$ cat config.mk
export PLATFORM = sky130hd
export DESIGN_NAME = crypto1_filter_preimage_enum
export DESIGN_NICKNAME = d
export VERILOG_FILES = /design/src/rtl/crypto1_pkg.sv /design/src/rtl/crypto1_nibble_preimage.sv /design/src/rtl/crypto1_filter_preimage_enum.sv
export SDC_FILE = /design/constraint.sdc
export NUM_CORES = 1
export LEC_CHECK = 0
export BUFFER_PORTS_ARGS = -buffer_cell sky130_fd_sc_hd__buf_4
export CAP_MARGIN = 10
export CORE_ASPECT_RATIO = 0.9
export CORE_MARGIN = 1
export CORE_UTILIZATION = 49
export CTS_CLUSTER_SIZE = 24
export DETAILED_ROUTE_END_ITERATION = 10
export PLACE_DENSITY = 0.69
export SYNTH_ARGS = -nofsm -noshare
export SYNTH_HDL_FRONTEND = slang
export SYNTH_SLANG_ARGS = --single-unit
$ cat constraint.sdc
create_clock -name CLK -period 7.55 [get_ports CLK]
set_input_delay 0.3775 -clock CLK [delete_from_list [all_inputs] [get_ports CLK]]
set_output_delay 0.3775 -clock CLK [all_outputs]
set_load 0.02 [all_outputs]
$ cat src/rtl/crypto1_pkg.sv
// Shared crypto1 definitions: filter sub-functions, their preimage tables,
// enumerator state encoding and candidate-count constants.
package crypto1_pkg;

    localparam logic [15:0] FA_FN = 16'hF22C;
    localparam logic [15:0] FB_FN = 16'hD938;

    localparam int NUM_NIBBLES    = 5;
    localparam int IDX_W          = 3 * NUM_NIBBLES;
    localparam int NUM_CANDIDATES = 32768;
    localparam logic [IDX_W-1:0] IDX_LAST = IDX_W'(NUM_CANDIDATES - 1);

    // Entry [k] is the k-th smallest nibble value giving the named output.
    typedef logic [7:0][3:0] ptab_t;
    localparam ptab_t TBL_FA0 = {4'd11, 4'd10, 4'd8,  4'd7,  4'd6,  4'd4,  4'd1,  4'd0};
    localparam ptab_t TBL_FA1 = {4'd15, 4'd14, 4'd13, 4'd12, 4'd9,  4'd5,  4'd3,  4'd2};
    localparam ptab_t TBL_FB0 = {4'd13, 4'd10, 4'd9,  4'd7,  4'd6,  4'd2,  4'd1,  4'd0};
    localparam ptab_t TBL_FB1 = {4'd15, 4'd14, 4'd12, 4'd11, 4'd8,  4'd5,  4'd4,  4'd3};

    typedef enum logic {ST_IDLE = 1'b0, ST_RUN = 1'b1} state_t;
    typedef enum logic {FSEL_FA = 1'b0, FSEL_FB = 1'b1} fsel_t;

endpackage

$ cat src/rtl/crypto1_nibble_preimage.sv
// Combinational lookup: digit-th nibble value whose fa/fb output equals req_bit.
module crypto1_nibble_preimage
    import crypto1_pkg::*;
(
    input  fsel_t       fsel,
    input  logic        req_bit,
    input  logic [2:0]  digit,
    output logic [3:0]  nibble
);

    always_comb begin
        nibble = 4'd0;
        case ({fsel, req_bit})
            {FSEL_FA, 1'b0}: nibble = TBL_FA0[digit];
            {FSEL_FA, 1'b1}: nibble = TBL_FA1[digit];
            {FSEL_FB, 1'b0}: nibble = TBL_FB0[digit];
            {FSEL_FB, 1'b1}: nibble = TBL_FB1[digit];
            default:         nibble = 4'd0;
        endcase
    end

endmodule

$ cat src/rtl/crypto1_filter_preimage_enum.sv
// Enumerates all 32768 20-bit filter inputs matching a 5-bit Fc input pattern,
// one candidate per handshake, with abort and valid/ready backpressure.
module crypto1_filter_preimage_enum
    import crypto1_pkg::*;
(
    input  logic        CLK,
    input  logic        RESETn,
    input  logic        PAT_VALID,
    input  logic [4:0]  PAT,
    output logic        PAT_READY,
    input  logic        ABORT,
    output logic        OUT_VALID,
    output logic [19:0] OUT_DATA,
    output logic        OUT_LAST,
    input  logic        OUT_READY
);

    state_t             state_q, state_d;
    logic [4:0]         pat_q, pat_d;
    logic [IDX_W-1:0]   idx_q, idx_d;
    logic [19:0]        out_data_q, out_data_d;
    logic               out_last_q, out_last_d;
    logic [19:0]        cand;

    // Candidate is built from the next-cycle pattern/index so OUT_DATA is a flop.
    for (genvar i = 0; i < NUM_NIBBLES; i++) begin : g_nib
        localparam fsel_t FSEL = (i == 1 || i == 4) ? FSEL_FB : FSEL_FA;
        crypto1_nibble_preimage u_pre (
            .fsel    (FSEL),
            .req_bit (pat_d[4-i]),
            .digit   (idx_d[3*i +: 3]),
            .nibble  (cand[4*i +: 4])
        );
    end

    always_ff @(posedge CLK) begin
        if (!RESETn) begin
            state_q    <= ST_IDLE;
            pat_q      <= '0;
            idx_q      <= '0;
            out_data_q <= '0;
            out_last_q <= 1'b0;
        end else begin
            state_q    <= state_d;
            pat_q      <= pat_d;
            idx_q      <= idx_d;
            out_data_q <= out_data_d;
            out_last_q <= out_last_d;
        end
    end

    always_comb begin
        state_d = state_q;
        pat_d   = pat_q;
        idx_d   = idx_q;
        case (state_q)
            ST_IDLE: begin
                if (PAT_VALID) begin
                    state_d = ST_RUN;
                    pat_d   = PAT;
                    idx_d   = '0;
                end
            end
            ST_RUN: begin
                // A beat handshaken alongside ABORT is delivered; nothing follows it.
                if (ABORT || (OUT_READY && out_last_q))
                    state_d = ST_IDLE;
                else if (OUT_READY)
                    idx_d = idx_q + IDX_W'(1);
            end
            default: state_d = ST_IDLE;
        endcase
        out_data_d = cand;
        out_last_d = (state_d == ST_RUN) && (idx_d == IDX_LAST);
    end

    always_comb begin
        PAT_READY = (state_q == ST_IDLE);
        OUT_VALID = (state_q == ST_RUN);
        OUT_DATA  = out_data_q;
        OUT_LAST  = out_last_q;
    end

endmodule

Word level (Yosys, flattened, before mapping)

Memories as Yosys holds them, arrays and structs flattened.
Cells that the tools add are included.
Widths: inputs -> output; s select.

Bits in registers: 42
Logic and storage cells: 61
Input bits: 10
Output and inout bits: 23
ROM bits: 384
Memories: 12

$lt $le $gt $ge: 5
Equal/unequal tests: 1
Multiplexer cells: 26
Bitwise gates (word level): 3
Reductions and logical operators: 8
$add $sub $neg: 1

Memory list:

| name             | words | width | rd ports | clocked after memory_dff | write ports | RTL line                      | text |
|---|---|---|---|---|---|---|---|
| (name not given) | 8     | 4     | 1        | 0                        | 0           | crypto1_nibble_preimage.sv:14 | `{FSEL_FA, 1'b0}: nibble = TBL_FA0[digit];` |
| (name not given) | 8     | 4     | 1        | 0                        | 0           | crypto1_nibble_preimage.sv:15 | `{FSEL_FA, 1'b1}: nibble = TBL_FA1[digit];` |
| (name not given) | 8     | 4     | 1        | 0                        | 0           | crypto1_nibble_preimage.sv:16 | `{FSEL_FB, 1'b0}: nibble = TBL_FB0[digit];` |
| (name not given) | 8     | 4     | 1        | 0                        | 0           | crypto1_nibble_preimage.sv:14 |  |
| (name not given) | 8     | 4     | 1        | 0                        | 0           | crypto1_nibble_preimage.sv:15 |  |
| (name not given) | 8     | 4     | 1        | 0                        | 0           | crypto1_nibble_preimage.sv:14 |  |
| 6 more memories  | --    | --    | --       | --                       | --          | --                            |  |

Operator list:

| operator              | count |
|---|---|
| $mux 4                | 12 |
| $mux 15               | 3 |
| $pmux 15 s2           | 1 |
| $pmux 4 s2            | 3 |
| $pmux 4 s3            | 2 |
| $lt 3x4->1 const B    | 5 |
| $add 15x1->15 const B | 1 |
| $eq 15x15->1 const B  | 1 |
| $logic_not 2->1       | 5 |
| $mux 5                | 2 |
| $not 1->1             | 3 |
| $logic_and 1x1->1     | 2 |
| $mux 1                | 2 |
| $pmux 1 s2            | 1 |
| $logic_or 1x1->1      | 1 |

Logic depth before layout (Yosys ltp)

Word-level depth: 7
Gate-level depth with buffers: 11
Depth with buffers taken out: 10

Hierarchy

A second synthesis with hierarchy kept.

Cells, all modules: 380
Area total of the unflattened synthesis: 3,229.3 sq um

By module, submodules not included:

| module                                        | area an instance (sq um) | cells each | sequential area each (sq um) | times used |
|---|---|---|---|---|
| crypto1_filter_preimage_enum                  | 1,849.3                  | 204        | 840.8                        | 1 |
| crypto1_nibble_preimage at g_nib[1].u_pre ... | 284.0                    | 35         | 0.0                          | 2 |
| crypto1_nibble_preimage at g_nib[3].u_pre     | 285.3                    | 35         | 0.0                          | 1 |
| crypto1_nibble_preimage at g_nib[0].u_pre     | 280.3                    | 33         | 0.0                          | 1 |
| crypto1_nibble_preimage at g_nib[4].u_pre     | 246.5                    | 38         | 0.0                          | 1 |

Least setup slack after synthesis

No wires, ideal clock.

Kind: reg2reg
Start: register state_q (netlist: OUT_VALID)
End: register out_data_q[12] (netlist: OUT_DATA[12])
Data required time: 7.433 ns
Cell stages (with the launch flop): 11
Arrival: 2.389 ns
Slack: 5.045 ns
Period minus slack after synthesis: 2.505 ns
Path buffers: 1
Library setup time: 0.117 ns
Path through: dfxtp_1 nand4bb_1 buf_4 nor3_2 and4_1 mux2i_1 inv_1 ha_1 a21oi_1 o22ai_1 a22o_1

Cells in the longest elaborated chain, start to end: 5
Elaborated cells between the ends (all ways): 9
Classes of those cells: 5 x mux; 1 x bitwise; 1 x reduce/logical; 2 x memory

RTL lines:

| what                                  | RTL line                                                     | text |
|---|---|---|
| start: declaration                    | crypto1_filter_preimage_enum.sv:18                           | `state_t state_q, state_d;` |
| start signal: assignment              | crypto1_filter_preimage_enum.sv:44                           | `state_q <= state_d;` |
| $not 1->1                             | --                                                           |  |
| $pmux 15 s2 (*)                       | crypto1_filter_preimage_enum.sv:56                           | `case (state_q)` |
| via g_nib[3].u_pre.digit[1]           | crypto1_nibble_preimage.sv:7                                 | `input logic [2:0] digit,` |
| $mem_v2 8x4, on equally long branches | --                                                           |  |
| $mux 4, on equally long branches      | crypto1_nibble_preimage.sv:15, crypto1_nibble_preimage.sv:14 |  |
| $pmux 4 s2 (*)                        | crypto1_nibble_preimage.sv:13                                | `case ({fsel, req_bit})` |
| end signal: assignment                | crypto1_filter_preimage_enum.sv:47                           | `out_data_q <= out_data_d;` |
| end: declaration                      | crypto1_filter_preimage_enum.sv:21                           | `logic [19:0] out_data_q, out_data_d;` |

Mark *: on every way through the listed nets, which the timed path passes. The rest lies on a longest branch. The select of a mux whose other input is x is not followed.
A chain may end at the register's enable or synchronous reset.

Final worst setup path

Same ends and word-level chain as after synthesis.

==> flow_metrics.tcl <==
set metrics [dict create \
    grt_setup_unrepaired "false" \
    reg2reg_slack_ns 4.72 \
    grt_pass1_vias 1890 \
    first_iter_violations 97 \
    hp-start "RESETn" \
    crit_fanout 7 \
    nNetsFinal 343 \
    drtPass1Iterations 4 \
    grt_overflow_total 0 \
    grt_max_degree 28 \
    routabilityCongestion 0.8373 \
    whs_path_depth 2 \
    via_per_inst 5.539 \
    status "finished clean" \
    startpoint "OUT_VALID$_SDFF_PN0_" \
    antenna_found_initial 0 \
    multi_input_area_um2 1553 \
    ys_warn_count 0 \
    cts_tree "built" \
    ys_ff_latch 42 \
    rr_startpoint "OUT_VALID$_SDFF_PN0_" \
    syn_area_per_cell_um2 9.027 \
    detail-route-antenna-nets 0 \
    dp_hpwl_um 3824 \
    timing.fmax_ghz 0.3530 \
    drv_cap 0 \
    routedWlPerCell_um 14.35 \
    start_kind "flip-flop" \
    die_h_um 70.02 \
    clockRootBuffer "clkbuf_8" \
    syn2layout_area_growth_pct 16.29 \
    hold_path.class "in -> reg" \
    skew_ns 0.006274 \
    cp-end-kind "flip-flop" \
    synth.distinct_cells 60 \
    fillers 446 \
    setup_tns_ns 0 \
    drive_gt1_share_pct 22.58 \
    start_util_pct 51.46 \
    cts.sinks 42 \
    drc 0 \
    io_buffers 32 \
    numCtsBuffers 5 \
    synthesis.nets 313 \
    critPathArrivalTime_ns 3.02 \
    die_w_um 77.57 \
    layout_min_cycle_time_ns 2.833 \
    clockBufferDepth 2 \
    dieArea_um2 5431 \
    syn-cell-area_um2 2519 \
    synthCells 279 \
    ys_seq_area_share_pct 33.38 \
    antenna_cells 0 \
    r2r_cells 9 \
    worstPathRequired_ns 7.74 \
    slew_violations 0 \
    setup_viol_count_final 0 \
    synth_top_flop_cell "dfxtp_1" \
    maxSlewHeadroom_pct 23.98 \
    hold_viol 0 \
    period_share_pct 37.53 \
    cts_resized 0 \
    path_clk_slew_ns 0.08 \
    grt_pass1_wl_um 8956 \
    grt_usage_pct 21.17 \
    postCtsHoldBufs 0 \
    crit_type "reg -> reg" \
    whs_endpoint "OUT_DATA[18]$_SDFF_PN0_" \
    core_um2 4895 \
    pre_cts_slack_ns 4.611 \
    post_cts_buffers 0 \
    rows 24 \
    r2r_end "OUT_DATA[12]$_SDFF_PN0_" \
    worst_slew_pin_slew_ns 1.138 \
    async_flop_share_pct 0 \
    h-tree-depth 2 \
    setup_ws_ns 4.717 \
    pin_count 33 \
    clkLatencyLatePin_ns 0.30 \
    seqCellArea_um2 840.8 \
    powerDensity_nw_per_um2 170.4 \
    leakage_nw 1.260 \
    vias 2077 \
    synth_edf_count 0 \
    wirelength_um 5383 \
    ir_drop_v 0.0001184 \
]
[power breakdown]
| part | total [W] | switching (W) | internal (W) |
|---|---|---|---|
| sequential | 0.000229 | 0.00000231 | 0.000227 |
| combinational | 0.0000480 | 0.0000296 | 0.0000184 |
| clock | 0.000222 | 0.0000806 | 0.000141 |
| total | 0.000499 | 0.000113 | 0.000387 |
[cell type report]
class	count	share of cell area, %
clock inverter	2	2.050
multi-input combinational	210	53.01
clock buffer	6	2.819
inverter	17	2.179
sequential	42	28.71
timing repair buffer	33	8.458
tap	65	2.777
[through the flow]
step / cells / power (W) / hold slack (ns) / instance area [um^2] / utilization (%)
after floorplan: 279 / 0.0002666 / 0.5360 / 2519 / -
after detailed placement: 367 / 0.0002828 / 0.6266 / 2786 / 56.93
after global placement: 367 / 0.0002824 / 0.5910 / 2786 / 56.93
after global routing: 375 / 0.0005154 / 0.4156 / 2929 / 59.84
after CTS: 375 / 0.0005034 / 0.4103 / 2929 / 59.84
final: 375 / 0.0004991 / 0.4115 / 2929 / 59.84
[worst max-delay path, stage by stage (launching register included)]
cell       delay (ns)
dfxtp_1          0.43
nand4bb_1        0.34
nor3_2           0.31
and4_1           0.24
mux2i_1          0.48
inv_1            0.19
ha_1             0.26
a21oi_1          0.14
o22ai_1          0.10
a22o_1           0.24
[cell usage after synthesis, types with 4 or more instances]
library cell	number	share of area (%)
dfxtp_1	42	33
ha_1	24	12
a211oi_1	6	1.8
nand2_1	28	4.2
a31oi_1	5	1.2
nand4_1	6	1.5
inv_1	13	1.9
o21ai_0	7	1.4
nand3_1	7	1.4
a21oi_1	12	2.4
nor3_1	4	0.79
nor2_1	32	4.8
mux2i_1	13	5.2
clkbuf_1	4	0.60
buf_4	4	1.2
and2_1	6	1.5
o21ai_1	5	0.99
[placed cells by master, fill, tap and decap left out, drive strengths merged, types with 6 or more instances in the layout]
master  Yosys  final
buf         6     33
nor2       32     32
ha         24     24
clkbuf      4      6
and2        6      6
a211oi      6      6
inv        16     16
nor3        6      6
a21oi      12     12
nand2      29     29
nand3       7      7
mux2i      17     17
nand4       8      8
o21ai      12     12
dfxtp      42     42
[routing by layer]
layer	part of all wire [%]	vias to the layer above	global-route usage, %
li1	-	1049	-
met1	48	972	26.51
met2	46	51	34.51
met3	5.6	5	5.621
met4	1.3	0	8.386
met5	0	-	0
[flip-flops by register name, indices dropped and copies added, names as in the netlist]
name	count
idx_q	15
OUT_VALID	1
OUT_DATA	20
OUT_LAST	1
pat_q	5
[how the worst max path moves through the flow]
stage / endpoint / slack, ns
after detailed placement: OUT_DATA[12]$_SDFF_PN0_ / 4.61
final: OUT_DATA[12]$_SDFF_PN0_ / 4.72
after global placement: OUT_DATA[12]$_SDFF_PN0_ / 4.70
after global routing: OUT_DATA[12]$_SDFF_PN0_ / 4.44
after floorplan: OUT_DATA[12]$_SDFF_PN0_ / 5.04
after CTS: OUT_DATA[12]$_SDFF_PN0_ / 4.73
[kinds of logic (layout without fill, tap and decap cells)]
family | after synthesis | after routing | share of synthesized area [%]
flip-flops | 42 | 42 | 33.38
buffers and inverters | 27 | 58 | 4.967
AO/OA/AOI/OAI | 56 | 56 | 14.90
adder cells (fa/ha/maj) | 24 | 24 | 11.92
multiplexers | 23 | 23 | 11.48
AND/OR/NAND/NOR | 107 | 107 | 23.35
Power figures use the tool's default switching activity.
